===== src/rtl/sccb_cfg_seq.sv =====
// sccb_cfg_seq: table-driven SCCB register writer (3-byte writes, ms delays, end marker); optional NACK retry via `define NACK_RETRY_EN
module sccb_cfg_seq #(
    parameter int         CLK_FREQ    = 100_000_000,
    parameter logic [7:0] SLAVE_ADDR  = 8'h42,
    parameter int         ROM_AW      = 8,
    parameter int         MAX_RETRY   = 3,
    parameter int         TIMEOUT_CYC = 2_000_000
) (
    input  logic              clk,
    input  logic              rst,
    input  logic              go,
    output logic [ROM_AW-1:0] rom_addr,
    input  logic [15:0]       rom_data,
    output logic              i2c_start,
    output logic              i2c_stop,
    output logic [7:0]        i2c_wr_data,
    input  logic [1:0]        i2c_ack,
    input  logic [3:0]        i2c_state,
    output logic              busy,
    output logic              done,
    output logic              err,
    output logic [ROM_AW-1:0] entry_cnt
);
    localparam int MS_CYC = (CLK_FREQ / 1000 > 0) ? CLK_FREQ / 1000 : 1;
    localparam int CW = $clog2(MS_CYC + 1);
    localparam int WW = $clog2(TIMEOUT_CYC + 1);

    typedef enum logic [3:0] {IDLE, FETCH, DECODE, START, XFER, WAIT_IDLE, DELAY, DONE, ABORT} state_t;

    state_t        state;
    logic [1:0]    byte_idx;
    logic [7:0]    reg_q;
    logic [7:0]    val_q;
    logic [7:0]    ms_cnt;
    logic [CW-1:0] cyc_cnt;
    logic [WW-1:0] wd_cnt;
    logic          wrapped;
    logic          wd_hit;

`ifdef NACK_RETRY_EN
    localparam int RW = (MAX_RETRY > 0) ? $clog2(MAX_RETRY + 1) : 1;
    logic [RW-1:0] retry_cnt;
    logic          nack_seen;
`else
    logic unused_ack;
    assign unused_ack = i2c_ack[0];
`endif

    // Bus-facing outputs decode straight from state so the next byte is stable before each ack tick
    assign i2c_start   = (state == START);
    assign i2c_stop    = (state == ABORT) || (state == XFER && byte_idx == 2'd2);
    assign i2c_wr_data = (state == START) ? {SLAVE_ADDR[7:1], 1'b0} :
                         (state != XFER)  ? 8'h00 :
                         (byte_idx == 2'd0) ? reg_q :
                         (byte_idx == 2'd1) ? val_q : 8'h00;

    // Watchdog expiry takes priority over any ack tick in the same cycle
    assign wd_hit = (state == START || state == XFER || state == WAIT_IDLE) &&
                    wd_cnt == WW'(TIMEOUT_CYC - 1);

    // Sequencer: walks the table, runs each write or delay, and reports done/err
    always_ff @(posedge clk or posedge rst) begin
        if (rst) begin
            state     <= IDLE;
            rom_addr  <= '0;
            busy      <= 1'b0;
            done      <= 1'b0;
            err       <= 1'b0;
            entry_cnt <= '0;
            byte_idx  <= 2'd0;
            reg_q     <= 8'h00;
            val_q     <= 8'h00;
            ms_cnt    <= 8'h00;
            cyc_cnt   <= '0;
            wd_cnt    <= '0;
            wrapped   <= 1'b0;
`ifdef NACK_RETRY_EN
            retry_cnt <= '0;
            nack_seen <= 1'b0;
`endif
        end else begin
            done <= 1'b0;
            if (wd_hit) begin
                err   <= 1'b1;
                busy  <= 1'b0;
                state <= ABORT;
            end else begin
                case (state)
                    IDLE: if (go) begin
                        err       <= 1'b0;
                        entry_cnt <= '0;
                        rom_addr  <= '0;
                        wrapped   <= 1'b0;
                        busy      <= 1'b1;
                        state     <= FETCH;
                    end
                    FETCH: if (wrapped) begin
                        err   <= 1'b1;
                        busy  <= 1'b0;
                        state <= IDLE;
                    end else begin
                        state <= DECODE;
                    end
                    DECODE: if (rom_data == 16'hFFFF) begin
                        state <= DONE;
                    end else if (rom_data[15:8] == 8'hF0) begin
                        ms_cnt  <= rom_data[7:0];
                        cyc_cnt <= '0;
                        state   <= DELAY;
                    end else begin
                        reg_q     <= rom_data[15:8];
                        val_q     <= rom_data[7:0];
                        byte_idx  <= 2'd0;
                        wd_cnt    <= '0;
`ifdef NACK_RETRY_EN
                        retry_cnt <= '0;
                        nack_seen <= 1'b0;
`endif
                        state     <= START;
                    end
                    START: begin
                        wd_cnt <= wd_cnt + 1'b1;
                        if (i2c_state != 4'd0) state <= XFER;
                    end
                    XFER: begin
                        wd_cnt <= wd_cnt + 1'b1;
                        if (i2c_ack[1]) begin
                            byte_idx <= byte_idx + 1'b1;
`ifdef NACK_RETRY_EN
                            nack_seen <= nack_seen | ~i2c_ack[0];
`endif
                            if (byte_idx == 2'd2) state <= WAIT_IDLE;
                        end
                    end
                    WAIT_IDLE: begin
                        wd_cnt <= wd_cnt + 1'b1;
                        if (i2c_state == 4'd0) begin
`ifdef NACK_RETRY_EN
                            if (nack_seen && retry_cnt < RW'(MAX_RETRY)) begin
                                retry_cnt <= retry_cnt + 1'b1;
                                nack_seen <= 1'b0;
                                byte_idx  <= 2'd0;
                                wd_cnt    <= '0;
                                state     <= START;
                            end else if (nack_seen) begin
                                err   <= 1'b1;
                                busy  <= 1'b0;
                                state <= IDLE;
                            end else begin
                                entry_cnt <= entry_cnt + 1'b1;
                                wrapped   <= &rom_addr;
                                rom_addr  <= rom_addr + 1'b1;
                                state     <= FETCH;
                            end
`else
                            entry_cnt <= entry_cnt + 1'b1;
                            wrapped   <= &rom_addr;
                            rom_addr  <= rom_addr + 1'b1;
                            state     <= FETCH;
`endif
                        end
                    end
                    DELAY: if (ms_cnt == 8'h00) begin
                        wrapped  <= &rom_addr;
                        rom_addr <= rom_addr + 1'b1;
                        state    <= FETCH;
                    end else if (cyc_cnt == CW'(MS_CYC - 1)) begin
                        cyc_cnt <= '0;
                        ms_cnt  <= ms_cnt - 1'b1;
                    end else begin
                        cyc_cnt <= cyc_cnt + 1'b1;
                    end
                    DONE: begin
                        done  <= 1'b1;
                        busy  <= 1'b0;
                        state <= IDLE;
                    end
                    ABORT: if (i2c_state == 4'd0) state <= IDLE;
                    default: state <= IDLE;
                endcase
            end
        end
    end
endmodule

===== config.mk =====
export PLATFORM = sky130hd
export DESIGN_NAME = sccb_cfg_seq
export DESIGN_NICKNAME = d
export VERILOG_FILES = /design/src/rtl/sccb_cfg_seq.sv
export SDC_FILE = /design/constraint.sdc
export NUM_CORES = 1
export LEC_CHECK = 0
export ABC_AREA = 0
export CAP_MARGIN = 20
export CORE_ASPECT_RATIO = 0.9
export CORE_UTILIZATION = 50
export CTS_BUF_LIST = sky130_fd_sc_hd__clkbuf_16
export CTS_CLUSTER_SIZE = 10
export DETAILED_ROUTE_END_ITERATION = 10
export PLACE_DENSITY = 0.72
export SLEW_MARGIN = 40
export SYNTH_ARGS = -nofsm -noshare
export SYNTH_HDL_FRONTEND = slang
export SYNTH_SLANG_ARGS = --single-unit

===== constraint.sdc =====
create_clock -name clk -period 3.9 [get_ports clk]
set_input_delay 0.78 -clock clk [delete_from_list [all_inputs] [get_ports clk]]
set_output_delay 0.78 -clock clk [all_outputs]
set_load 0.01 [all_outputs]

# --- Yosys cells after proc, flatten, opt, wreduce, memory -nomap -nowiden ---
# Index checks and enable logic that the tools add are counted.
totals:
  ff_bits: 88
  in_bits: 25
  out_inout_bits: 29
  word_cells: 135
op_classes:
  n_addsub: 6
  eq_ne: 32
  mux: 52
  n_bitwise: 3
  n_reduce_logical: 29
op_table:
  columns: ["operator", "count"]
  rows:
  - ["8-bit 2-to-1 mux", 12]
  - ["17-bit 2-to-1 mux", 4]
  - ["21-bit 2-to-1 mux", 2]
  - ["21-bit case mux with 2 select lines", 1]
  - ["17-bit case mux with 2 select lines", 1]
  - ["4-bit 2-to-1 mux", 8]
  - ["4-bit case mux with 8 select lines", 1]
  - ["8-bit case mux with 2 select lines", 2]
  - ["8-bit case mux with 3 select lines", 1]
  - ["21-bit by 1-bit adder with 21-bit output (second input constant)", 1]
  - ["21-bit == test (second input constant)", 1]
  - ["17-bit by 1-bit adder with 17-bit output (second input constant)", 1]
  - ["17-bit == test (second input constant)", 1]
  - ["8-bit by 1-bit adder with 8-bit output (second input constant)", 2]
  - ["16-bit == test (second input constant)", 1]
  - ["4-bit by 3-bit == test with 1-bit output (second input constant)", 4]
  - ["2-bit inequality test (second input constant)", 8]
  - ["3-bit inequality test (second input constant)", 5]
  - ["5-bit AND reduction", 3]
  - ["4-bit AND reduction", 3]
  - ["1-bit 2-to-1 mux", 10]
  - ["4-bit by 2-bit == test with 1-bit output (second input constant)", 2]
  - ["8-bit == test (second input constant)", 1]
  - ["4-bit logical NOT", 2]
  - ["other kinds (28)", 45]

# --- Logic depth before layout (Yosys ltp) ---
logic_depth:
  depth_word: 6
  depth_mapped: 9

# --- Worst setup path after synthesis ---
# OpenSTA, ideal clock, no wires.
synth_timing:
  path_kind: "register to output"
  from: "register state[1]"
  to: "output i2c_wr_data[1]"
  t_arrival_ns: 1.525
  required_time_ns: 3.120
  path_slack_ns: 1.595
  path_stages_with_launch: 5
  n_path_buf: 2
  path_cell_list: "dfrtp_1 > buf_6 > or4b_1 > clkbuf_1 > o21ai_0"
synth_between:
  elab_chain_cells: 3
  word_cells_on_any_way: 4
  classes_between: "2 x eq/ne; 2 x mux"
synth_lines:
  columns: ["element", "line_no", "rtl"]
  rows:
  - ["from (decl)", "30", "state_t state;"]
  - ["from (signal assigned)", "64", "state <= IDLE;"]
  - ["from (signal assigned)", "86", "state <= ABORT;"]
  - ["from (signal assigned)", "95", "state <= FETCH;"]
  - ["4-bit by 3-bit inequality test with 1-bit output", "53", "(state != XFER) ? 8'h00 :"]
  - ["8-bit 2-to-1 mux", "53", null]
  - ["8-bit 2-to-1 mux *", "52", "assign i2c_wr_data = (state == START) ? {SLAVE_ADDR[7:1], 1'b0} :"]
  - ["to (decl)", "16", "output logic [7:0] i2c_wr_data,"]
# Mark *: on every way between the ends. The rest lies on a longest branch, timed or not.

# --- Final worst setup path ---
layout_timing:
  from: "register state[0]"
  to: "output i2c_wr_data[1]"
# Same word-level chain as after synthesis.

==> flow_summary.toml <==
[die]
die-area_um2 = 10900
floorplan.die.width_um = 110
coreArea_um2 = 10200
die_h_um = 99.0
initial_core_util_pct = 51.2
ios = 54
row_count = 35

[sta]
finClkSkew_ns = 0.00831
drv_slew = 0
tightest_slew_ns = 0.723
hold_viol_final = 0
period_needed_ns = 3.43
setup_viol = 0
fmax_ghz = 0.291
rsz0062_at_grt = "no"
setup-tns-final_ns = 0
period_share_pct = 88.0
timing.slew.headroom_pct = 51.8

[synthesis]
ys_ff_latch = 88
synth-seq-area-share_pct = 42.2
yosys-top-cells-area = "dfrtp_1, nand2_1, a21oi_1"
synth_top_family_by_area = "simple AND/OR/NAND/NOR gates"
synth-xor-area-share_pct = 0.814
async_flop_share_pct = 100
syn_avg_cell_area_um2 = 8.84
synth_compound_area_share_pct = 18.6
synth_edf_count = 0
netlist.area_leader.share_pct = 42.2
synth_area_um2 = 5220
yosysUniqueCellTypes = 71
synth_simple_gate_area_share_pct = 31.0
synthAdderAreaFrac_pct = 2.16
synth_nets = 625
yosys_warnings = 0
yosysTopAreaCell = "dfrtp_1"
ys.flop_type = "dfrtp_1"
synth_cells = 591
synth.area.mux_share_pct = 1.27

[global_route]
grt_pass1_vias = 4522
antenna_found_initial = 0
grt_max_degree = 38
grt_pass1_wl_um = 21100
grt_use_total_pct = 24.8
grt_remaining_overflow = 0

[critical_path]
cpPeakStageDelay_ns = 0.81
path_buf_inv = 1
crit_path_end_kind = "output pin"
arrival_ns = 2.65
r2r_cells = 8
cp_top_family = "simple AND/OR/NAND/NOR gates"
crit_type = "reg -> out"
cp.depth = 3
cp_slowest_cell = "or4b_1"
critPathRequiredTime_ns = 3.12
worstPathMaxFanout = 19
path_cells = "or4b_1 > o21ai_0 > clkdlybuf4s50_1"
setup.worst_path.start_class = "flip-flop"

[cells_and_area]
layout.nets = 669
insertedDiodeCount = 0
finalNonFillerCells = 769
mostFrequentLayoutCell = "nand2_1"
mostFrequentLayoutCells = "nand2_1, dfrtp_1, clkdlybuf4s50_1, a21oi_1, nor2_1"
area_delta_synth_final_pct = 18.0
drive_above_1_share_pct = 8.75

[clock_network]
cts_tree = "built"
clk_path_buf_depth = 2
cts_resized = 0
clk_pin_slew_ns = 0.07
h-tree-depth = 3
cts_setup_buffers = 0
cts_buffers = 9
clk_latency_ns = 0.34
ctsRootBufferMaster = "clkbuf_16"
ctsHoldBuffers = 0
clkSinkCount = 88

[drt]
firstDrtPassIters = 5
routed_wl_um = 12700
drtAntennaViolNets = 0
wire_per_inst_um = 16.5
drc = 0
viasPerCell = 6.20
num_vias = 4764
drtIter0Drc = 281

[outcome]
status = "finished clean"

[power]
p_leak_uw = 0.00249
ir_drop_uv = 354
power_density_nw_per_um2 = 574

[place]
portBuffers = 52
gp_congestion = 0.830
hpwlAfterDp_um = 8940
place_inst = 753

[min_path]
holdPathStages = 2
hold_path_class = "reg -> reg"

[job]
cap_violations = 0
## kinds of logic after synthesis
logic type / Yosys count
AND/OR/NAND/NOR: 292
AO/OA/AOI/OAI: 148
flip-flops: 88
buffers and inverters: 44
adder cells (fa/ha/maj): 9
multiplexers: 6
XOR/XNOR: 4
## final timing paths
path | end | slack, ns | startpoint
worst max-delay path | i2c_wr_data[1] | 0.47 | state[0]$_DFFE_PP0P_
worst min-delay path | reg_q[3]$_DFFE_PP0P_ | 0.48 | reg_q[3]$_DFFE_PP0P_
worst max register to register | entry_cnt[0]$_DFFE_PP0P_ | 1.27 | state[3]$_DFFE_PP0P_
worst min register to register | reg_q[3]$_DFFE_PP0P_ | 0.48 | reg_q[3]$_DFFE_PP0P_
max in group asynchronous | reg_q[2]$_DFFE_PP0P_ | 2.21 | rst
min in group asynchronous | rom_addr[0]$_DFFE_PP0P_ | 0.83 | rst
## state kept, by name, indices dropped and copies added, names as in the netlist
register   flops
reg_q          8
state          4
byte_idx       2
cyc_cnt       17
val_q          8
wrapped        1
wd_cnt        21
err            1
done           1
rom_addr       8
ms_cnt         8
entry_cnt      8
busy           1
## per-stage QoR
step / setup slack, ns / utilization [%] / instance area, um^2 / hold slack [ns] / power (uW)
final: 0.467 / 60.4 / 6160 / 0.479 / 3540
after global routing: 0.391 / 60.4 / 6160 / 0.507 / 3770
after CTS: 0.506 / 60.3 / 6160 / 0.478 / 3540
after detailed placement: 0.713 / 57.3 / 5840 / 0.463 / 2620
after global placement: 0.787 / 57.3 / 5840 / 0.459 / 2570
after floorplan: 0.841 / - / 5220 / 0.446 / 2240
## synth_stat cells, drive strengths merged (2+ instances only)
master	n
o311ai	8
and2	5
mux2	5
nand2b	6
o2bb2ai	2
dfrtp	88
nand4	22
and4	8
or4b	2
o21a	3
o21bai	2
a22o	2
nor3	7
buf	18
o31ai	14
ha	9
a21oi	46
or4	19
xor2	3
o41ai	9
nor2b	5
clkbuf	15
a31o	3
or2	2
nand3	23
o31a	2
nor4	12
nor3b	5
a21o	3
o22ai	3
and3	9
o21ai	33
or3	18
a211oi	2
inv	11
nor4b	4
a31oi	6
nor2	39
nor4bb	2
nand2	99
## metal layers
| layer | track usage (%) | wire length (um) |
|---|---|---|
| met1 | 33.5 | 5980 |
| met2 | 40.7 | 6040 |
| met3 | 4.76 | 519 |
| met4 | 6.77 | 154 |
| met5 | 0 | 0 |
## worst reg2reg max path, delay by kind of cell (launching register included)
kind	cells	cell delay (ns)
AO/OA/AOI/OAI	2	0.78
buffers and inverters	2	0.44
flip-flops	1	0.38
multiplexers	1	0.30
AND/OR/NAND/NOR	3	0.61
## power by group
group | internal, uW | switching (uW)
combinational | 527 | 826
clock | 557 | 358
sequential | 1100 | 172
total | 2180 | 1360
## final cells by class
cell class,count,area (um^2)
clock buffers,9,225
clock inverters,7,88.8
inverters,11,42.5
flip-flops and latches,88,2200
multi-input cells,459,2820
fillers,915,4040
well taps,129,161
repair buffers,66,626
Note: power is estimated with default switching activity, not from simulation.
